## config.mk

```make
export PLATFORM = sky130hd
export DESIGN_NAME = mem_stage_ctrl
export DESIGN_NICKNAME = d
export VERILOG_FILES = /design/src/rtl/mips_pkg.sv /design/src/rtl/mem_stage_ctrl_wb.sv /design/src/rtl/mem_stage_ctrl.sv
export SDC_FILE = /design/constraint.sdc
export NUM_CORES = 1
export LEC_CHECK = 0
export ABC_CLOCK_PERIOD_IN_PS = 4700
export CAP_MARGIN = 20
export CORE_MARGIN = 4
export CORE_UTILIZATION = 25
export CTS_BUF_LIST = sky130_fd_sc_hd__clkbuf_16
export CTS_CLUSTER_SIZE = 20
export DETAILED_ROUTE_END_ITERATION = 8
export HOLD_SLACK_MARGIN = 0.15
export PLACE_DENSITY = 0.56
export RECOVER_POWER = 25
export REMOVE_ABC_BUFFERS = 1
export SLEW_MARGIN = 10
export SYNTH_ARGS = -nofsm -noshare
export SYNTH_HDL_FRONTEND = slang
export SYNTH_SLANG_ARGS = --single-unit
```

## constraint.sdc

```tcl
create_clock -name clk -period 4.7 [get_ports clk]
set_clock_uncertainty 0.15 [all_clocks]
set_input_delay 1.41 -clock clk [delete_from_list [all_inputs] [get_ports clk]]
set_output_delay 1.41 -clock clk [all_outputs]
set_load 0.05 [all_outputs]
```

## src/rtl/mips_pkg.sv

```systemverilog
// Shared definitions for the MIPS MEM stage: datapath widths and the
// data-memory access FSM encoding.
package mips_pkg;

  localparam int DW          = 32;
  localparam int AW          = 32;
  localparam int RW          = 5;
  localparam int TIMEOUT_DEF = 255;

  typedef enum logic {
    ST_IDLE   = 1'b0,
    ST_ACCESS = 1'b1
  } mem_state_e;

endpackage

```

## src/rtl/mem_stage_ctrl_wb.sv

```systemverilog
// MEM/WB pipeline register bank: loads a bubble while the stage stalls,
// otherwise captures the MEM-stage instruction (write enable killed on abort).
module mem_wb_reg #(
  parameter int DW = mips_pkg::DW,
  parameter int RW = mips_pkg::RW
) (
  input  logic          clk,
  input  logic          rst_n,
  input  logic          i_bubble,
  input  logic          i_squash,
  input  logic          i_load_ack,
  input  logic          i_reg_write,
  input  logic          i_mem_to_reg,
  input  logic [DW-1:0] i_alu_res,
  input  logic [DW-1:0] i_rdata,
  input  logic [RW-1:0] i_wreg,
  output logic          o_reg_write,
  output logic          o_mem_to_reg,
  output logic [DW-1:0] o_rdata,
  output logic [DW-1:0] o_alu_res,
  output logic [RW-1:0] o_wreg
);

  logic          r_reg_write;
  logic          r_mem_to_reg;
  logic [DW-1:0] r_rdata;
  logic [DW-1:0] r_alu_res;
  logic [RW-1:0] r_wreg;

  always_ff @(posedge clk or negedge rst_n) begin
    if (!rst_n) begin
      r_reg_write  <= 1'b0;
      r_mem_to_reg <= 1'b0;
      r_rdata      <= '0;
      r_alu_res    <= '0;
      r_wreg       <= '0;
    end else if (i_bubble) begin
      r_reg_write  <= 1'b0;
      r_mem_to_reg <= 1'b0;
      r_rdata      <= '0;
      r_alu_res    <= '0;
      r_wreg       <= '0;
    end else begin
      r_reg_write  <= i_reg_write & ~i_squash;
      r_mem_to_reg <= i_mem_to_reg;
      r_rdata      <= i_load_ack ? i_rdata : '0;
      r_alu_res    <= i_alu_res;
      r_wreg       <= i_wreg;
    end
  end

  assign o_reg_write  = r_reg_write;
  assign o_mem_to_reg = r_mem_to_reg;
  assign o_rdata      = r_rdata;
  assign o_alu_res    = r_alu_res;
  assign o_wreg       = r_wreg;

endmodule

```

## src/rtl/mem_stage_ctrl.sv

```systemverilog
// MEM stage of the 5-stage MIPS pipeline: issues loads/stores over a req/ack
// handshake, stalls upstream while an access is outstanding, resolves branches.
module mem_stage_ctrl
  import mips_pkg::*;
#(
  parameter int DW      = mips_pkg::DW,
  parameter int AW      = mips_pkg::AW,
  parameter int RW      = mips_pkg::RW,
  parameter int TIMEOUT = mips_pkg::TIMEOUT_DEF
) (
  input  logic          clk,
  input  logic          rst_n,
  input  logic          MEM_RegWrite,
  input  logic          MEM_Branch,
  input  logic          MEM_MemRead,
  input  logic          MEM_MemWrite,
  input  logic [31:0]   MEM_pc_br,
  input  logic          MEM_zero,
  input  logic [DW-1:0] MEM_ALU_res,
  input  logic [DW-1:0] MEM_rdata2,
  input  logic [RW-1:0] MEM_wreg,
  output logic          dmem_req,
  output logic          dmem_we,
  output logic [AW-1:0] dmem_addr,
  output logic [DW-1:0] dmem_wdata,
  input  logic          dmem_ack,
  input  logic [DW-1:0] dmem_rdata,
  output logic          stall,
  output logic          pc_src,
  output logic [31:0]   pc_br_out,
  output logic          WB_RegWrite,
  output logic          WB_MemtoReg,
  output logic [DW-1:0] WB_rdata,
  output logic [DW-1:0] WB_ALU_res,
  output logic [RW-1:0] WB_wreg,
  output logic          err
);

  localparam int CW = (TIMEOUT > 2) ? $clog2(TIMEOUT) : 1;

  // Handshake: dmem_req rises the cycle after a load/store enters MEM and holds,
  // with we/addr/wdata stable, until the first cycle dmem_ack=1 (rdata valid in
  // that same cycle) or until the timeout abort; acks outside ACCESS are ignored.
  mem_state_e    r_state;
  logic [CW-1:0] r_cnt;
  logic          r_req;
  logic          r_we;
  logic [AW-1:0] r_addr;
  logic [DW-1:0] r_wdata;
  logic          r_err;

  logic w_acc;
  logic w_in_access;
  logic w_done_ack;
  logic w_timeout;
  logic w_stall;
  logic w_is_load;

  assign w_acc       = MEM_MemRead | MEM_MemWrite;
  assign w_is_load   = MEM_MemRead & ~MEM_MemWrite;
  assign w_in_access = (r_state == ST_ACCESS);
  assign w_done_ack  = w_in_access & dmem_ack;
  assign w_timeout   = w_in_access & ~dmem_ack & (r_cnt == CW'(TIMEOUT - 1));

  always_comb begin
    w_stall = 1'b0;
    case (r_state)
      ST_IDLE:   w_stall = w_acc;
      ST_ACCESS: w_stall = ~dmem_ack & ~w_timeout;
      default:   w_stall = 1'b0;
    endcase
  end

  // Gating with rst_n keeps stall low while reset is held, even with a load presented.
  assign stall     = w_stall & rst_n;
  assign pc_src    = MEM_Branch & MEM_zero & ~stall;
  assign pc_br_out = MEM_pc_br;

  always_ff @(posedge clk or negedge rst_n) begin
    if (!rst_n) begin
      r_state <= ST_IDLE;
      r_cnt   <= '0;
      r_req   <= 1'b0;
      r_we    <= 1'b0;
      r_addr  <= '0;
      r_wdata <= '0;
      r_err   <= 1'b0;
    end else begin
      case (r_state)
        ST_IDLE: begin
          if (w_acc) begin
            r_state <= ST_ACCESS;
            r_cnt   <= '0;
            r_req   <= 1'b1;
            r_we    <= MEM_MemWrite;
            r_addr  <= AW'(MEM_ALU_res);
            r_wdata <= MEM_rdata2;
          end
        end
        ST_ACCESS: begin
          if (dmem_ack) begin
            r_state <= ST_IDLE;
            r_req   <= 1'b0;
          end else if (w_timeout) begin
            r_state <= ST_IDLE;
            r_req   <= 1'b0;
            r_err   <= 1'b1;
          end else begin
            r_cnt <= r_cnt + 1'b1;
          end
        end
        default: begin
          r_state <= ST_IDLE;
          r_req   <= 1'b0;
        end
      endcase
    end
  end

  assign dmem_req   = r_req;
  assign dmem_we    = r_we;
  assign dmem_addr  = r_addr;
  assign dmem_wdata = r_wdata;
  assign err        = r_err;

  mem_wb_reg #(
    .DW (DW),
    .RW (RW)
  ) u_mem_wb (
    .clk          (clk),
    .rst_n        (rst_n),
    .i_bubble     (w_stall),
    .i_squash     (w_timeout),
    .i_load_ack   (w_done_ack & w_is_load),
    .i_reg_write  (MEM_RegWrite),
    .i_mem_to_reg (w_is_load),
    .i_alu_res    (MEM_ALU_res),
    .i_rdata      (dmem_rdata),
    .i_wreg       (MEM_wreg),
    .o_reg_write  (WB_RegWrite),
    .o_mem_to_reg (WB_MemtoReg),
    .o_rdata      (WB_rdata),
    .o_alu_res    (WB_ALU_res),
    .o_wreg       (WB_wreg)
  );

endmodule
```

==> impl_metrics.py <==
metrics = {
    "sta": {
        "worst_pin_slew_ns": 2.398,
        "unrepaired_setup_endpoints_after_global_routing": "no",
        "final_report_setup_violation_count": 0,
        "timing.final.hold_violations": 0,
        "final_critical_path_setup_slack_ns": 0.1966,
        "final_max_slew_viol_count": 118,
        "relSlewSlack": -0.5989,
        "post-route-min-period_ns": 4.503,
        "max_clock_freq_mhz": 222.1,
        "final.period_utilization": 0.9582,
    },
    "power": {
        "power.combinational.fraction": 0.292,
        "finalPower_mw": 4.071,
        "power.static_leakage_nw": 4.059,
        "vdd.ir_drop.worst_mv": 0.2109,
        "fraction_of_power_consumed_by_the_clock_network": 0.339,
        "intPower_mw": 2.656,
        "power.net_switching_mw": 1.416,
        "powerDensity_mw_per_mm2": 468.0,
        "sequentialPowerShare": 0.369,
        "sw_frac_of_total": 0.3477,
    },
    "worst_setup_path": {
        "buffers_and_inverters_on_the_worst_path": 2,
        "critical_path.endpoint_type": "output port",
        "rr_endpoint": "dmem_wdata[7]",
        "setup.worst_path.class": "input pin to output port",
        "timing.rr.start": "r_state",
        "data_arrival_time_of_the_critical_path_ns": 2.94,
        "worstRegToRegCells": 4,
        "setup.worst_path.start_class": "input pin",
        "cpMaxStageDelayCell": "sky130_fd_sc_hd__dlygate4sd3_1",
        "critPathTopFamily": "buffers and inverters",
        "critical-path-max-stage-delay_ns": 0.60,
        "worst-path-max-fanout": 3,
        "reg2reg_slack_ns": 2.47,
        "critical_path_cell_count": 6,
        "required_ns": 3.14,
        "library_cell_appearing_most_often_on_the_critical_path": "sky130_fd_sc_hd__nor2_1",
        "crit_path_cell_trace": "dlygate4sd3_1, or3_1, o211ai_4, nor2_1, nor2_1, buf_12",
    },
    "hold_path": {
        "min-delay-path-class": "register to register",
        "timing.hold.worst.start": "err",
        "min_to": "err",
        "hold-path-cell-count": 1,
    },
    "cells_and_area": {
        "fraction_of_final_layout_cells_sized_beyond_drive_strength_1": 0.05585,
        "final_cell_area_mm2": 0.008700,
        "synthToLayoutAreaGrowth_pct": 55.97,
        "num-nets-final": 883,
        "insertedDiodeCount": 0,
        "post-route-util": 0.3974,
    },
    "synth": {
        "top_cell_type_s_share_of_synthesized_area": 0.6595,
        "synth-seq-area-share": 0.6595,
        "synth_cells": 523,
        "ys_types": 32,
        "ys_async_sr_fraction": 1.000,
        "synth-seq-cells": 147,
        "synth.avg_cell_area_um2": 10.67,
        "ys_dominant_reg_cell": "sky130_fd_sc_hd__dfrtp_1",
        "synth.most_common_cell": "sky130_fd_sc_hd__nand2_1",
        "syn_area_mm2": 0.005578,
        "ys.warnings.count": 0,
        "top_cells_by_count_synth": "sky130_fd_sc_hd__nand2_1 (199), sky130_fd_sc_hd__dfrtp_1 (147), sky130_fd_sc_hd__and2_1 (69)",
        "synthDominantAreaCellType": "sky130_fd_sc_hd__dfrtp_1",
        "synth_area_leaders": "sky130_fd_sc_hd__dfrtp_1 (66%), sky130_fd_sc_hd__nand2_1 (13%), sky130_fd_sc_hd__and2_1 (7.7%)",
        "synth_enable_flop_cells": 0,
    },
    "placement": {
        "placement.cell_area_mm2": 0.008128,
        "place_ws_ns": 0.3016,
        "finalWeightedCongestion": 0.7067,
        "detailedPlacementHpwl_um": 11440,
        "port_buffers": 248,
    },
    "floorplan": {
        "dieWidth_um": 157.4,
        "placementRows": 54,
        "io_pins": 313,
        "core_region_area_mm2": 0.02189,
        "fp.dieArea_mm2": 0.02477,
        "floorplan.die.height_um": 157.4,
        "start_util": 0.2548,
    },
    "global_routing": {
        "grt_first_pass_wirelength_um": 24680,
        "overflow": 0,
        "largest_net_degree_at_the_start_of_global_routing": 73,
        "antenna_found_initial": 0,
        "gr-usage-all-layers": 0.1297,
        "first_global_vias": 4263,
    },
    "clock_network": {
        "tritoncts.num_buffers": 17,
        "clock_latency_ns": 0.40,
        "cts.htree.levels": 4,
        "cts-root-buf": "sky130_fd_sc_hd__clkbuf_16",
        "tritoncts_clock_tree": "done",
        "cts_sinks": 147,
        "cts_post_setup_buffers_inserted": 0,
        "post_cts_resized": 0,
        "clock_transition_at_the_registers_of_the_reported_paths_ns": 0.06,
        "cts-root-to-sink-buffers": 2,
        "cts_hold_buffers": 0,
    },
    "routing": {
        "remaining_drc_errors": 0,
        "routed_wirelength_um": 16200,
        "detail_route.wl_per_cell_um": 15.70,
        "dr.first_iter.drc_count": 170,
        "vias_per_cell": 4.115,
        "vias_post_dr": 4247,
        "detailedRoute.firstPassIterationCount": 4,
        "ant_nets": 0,
    },
    "job": {
        "cap_violations": 2,
    },
    "outcome": {
        "failing_checks": "max-capacitance violations, max-slew violations",
        "outcome": "complete, but fails checks",
    },
}
[kinds of logic after synthesis]
kind of cell | after synthesis | share of synthesized area
compound gates | 22 | 0.02737
fa+ha+maj | 2 | 0.004486
buf+inv | 61 | 0.07088
flops | 147 | 0.6595
simple gates | 291 | 0.2378
[cells in the final DEF (no fill, tap or decap), types with 2 or more instances in the layout]
master	n
sky130_fd_sc_hd__clkdlybuf4s50_1	242
sky130_fd_sc_hd__nand2_1	199
sky130_fd_sc_hd__dfrtp_1	147
sky130_fd_sc_hd__and2_1	69
sky130_fd_sc_hd__clkbuf_16	17
sky130_fd_sc_hd__o21ai_0	9
sky130_fd_sc_hd__inv_1	6
sky130_fd_sc_hd__or3_1	4
sky130_fd_sc_hd__nand3_1	4
sky130_fd_sc_hd__a21oi_1	4
sky130_fd_sc_hd__nor2_1	4
sky130_fd_sc_hd__clkinv_2	4
sky130_fd_sc_hd__bufinv_16	3
sky130_fd_sc_hd__clkinv_4	3
sky130_fd_sc_hd__dlygate4sd3_1	3
sky130_fd_sc_hd__buf_12	3
sky130_fd_sc_hd__nand4_1	2
sky130_fd_sc_hd__and4_1	2
sky130_fd_sc_hd__a21o_1	2
sky130_fd_sc_hd__ha_1	2
sky130_fd_sc_hd__clkinvlp_4	2
sky130_fd_sc_hd__buf_4	2
[area by class of cell]
cell class                      instances  area (um^2)
Clock buffer                           17        425.4
Fill cell                            2146        13190
Inverter                                6        22.52
Sequential cell                       147         3679
Multi-Input combinational cell        315         1511
Timing Repair Buffer                  253         2547
Tap cell                              280        350.3
Clock inverter                         14        163.9
[stage by stage]
| step | std cells | hold WS, ns | TNS [ns] |
|---|---|---|---|
| after floorplan | 468 | 0.3381 | -0.09723 |
| after global placement | 1001 | 0.2912 | 0 |
| after CTS | 1032 | 0.3131 | 0 |
| after global routing | 1032 | 0.3217 | 0 |
| final | 1032 | 0.3139 | 0 |
| after detailed placement | 1001 | 0.2989 | 0 |
[metal layers]
layer | part of all wire | track usage | up-vias
li1 | - | - | 2022
met3 | 0.12 | 0.07534 | 12
met4 | 0.0075 | 0.03195 | 0
met1 | 0.44 | 0.1700 | 1996
met2 | 0.43 | 0.1846 | 217
met5 | 0 | 0 | -
[power by group through the flow]
stage	registers, mW	clock network, mW	logic [mW]
floorplan	2.04	0	0.176
global placement	1.52	0	1.21
detailed placement	1.52	0	1.21
CTS	1.50	1.43	1.21
global route	1.52	1.49	1.27
finish	1.50	1.38	1.19
[worst max-delay path by stage]
stage / start / slack [ns] / end
2_1_floorplan: MEM_MemWrite / -0.1 / pc_src
3_3_place_gp: MEM_MemWrite / 0.30 / pc_src
3_5_place_dp: MEM_MemWrite / 0.30 / pc_src
4_1_cts: MEM_MemWrite / 0.30 / pc_src
5_1_grt: MEM_MemWrite / 0.11 / pc_src
6_report: MEM_MemWrite / 0.20 / pc_src
Note: power is estimated with default switching activity, not from simulation.
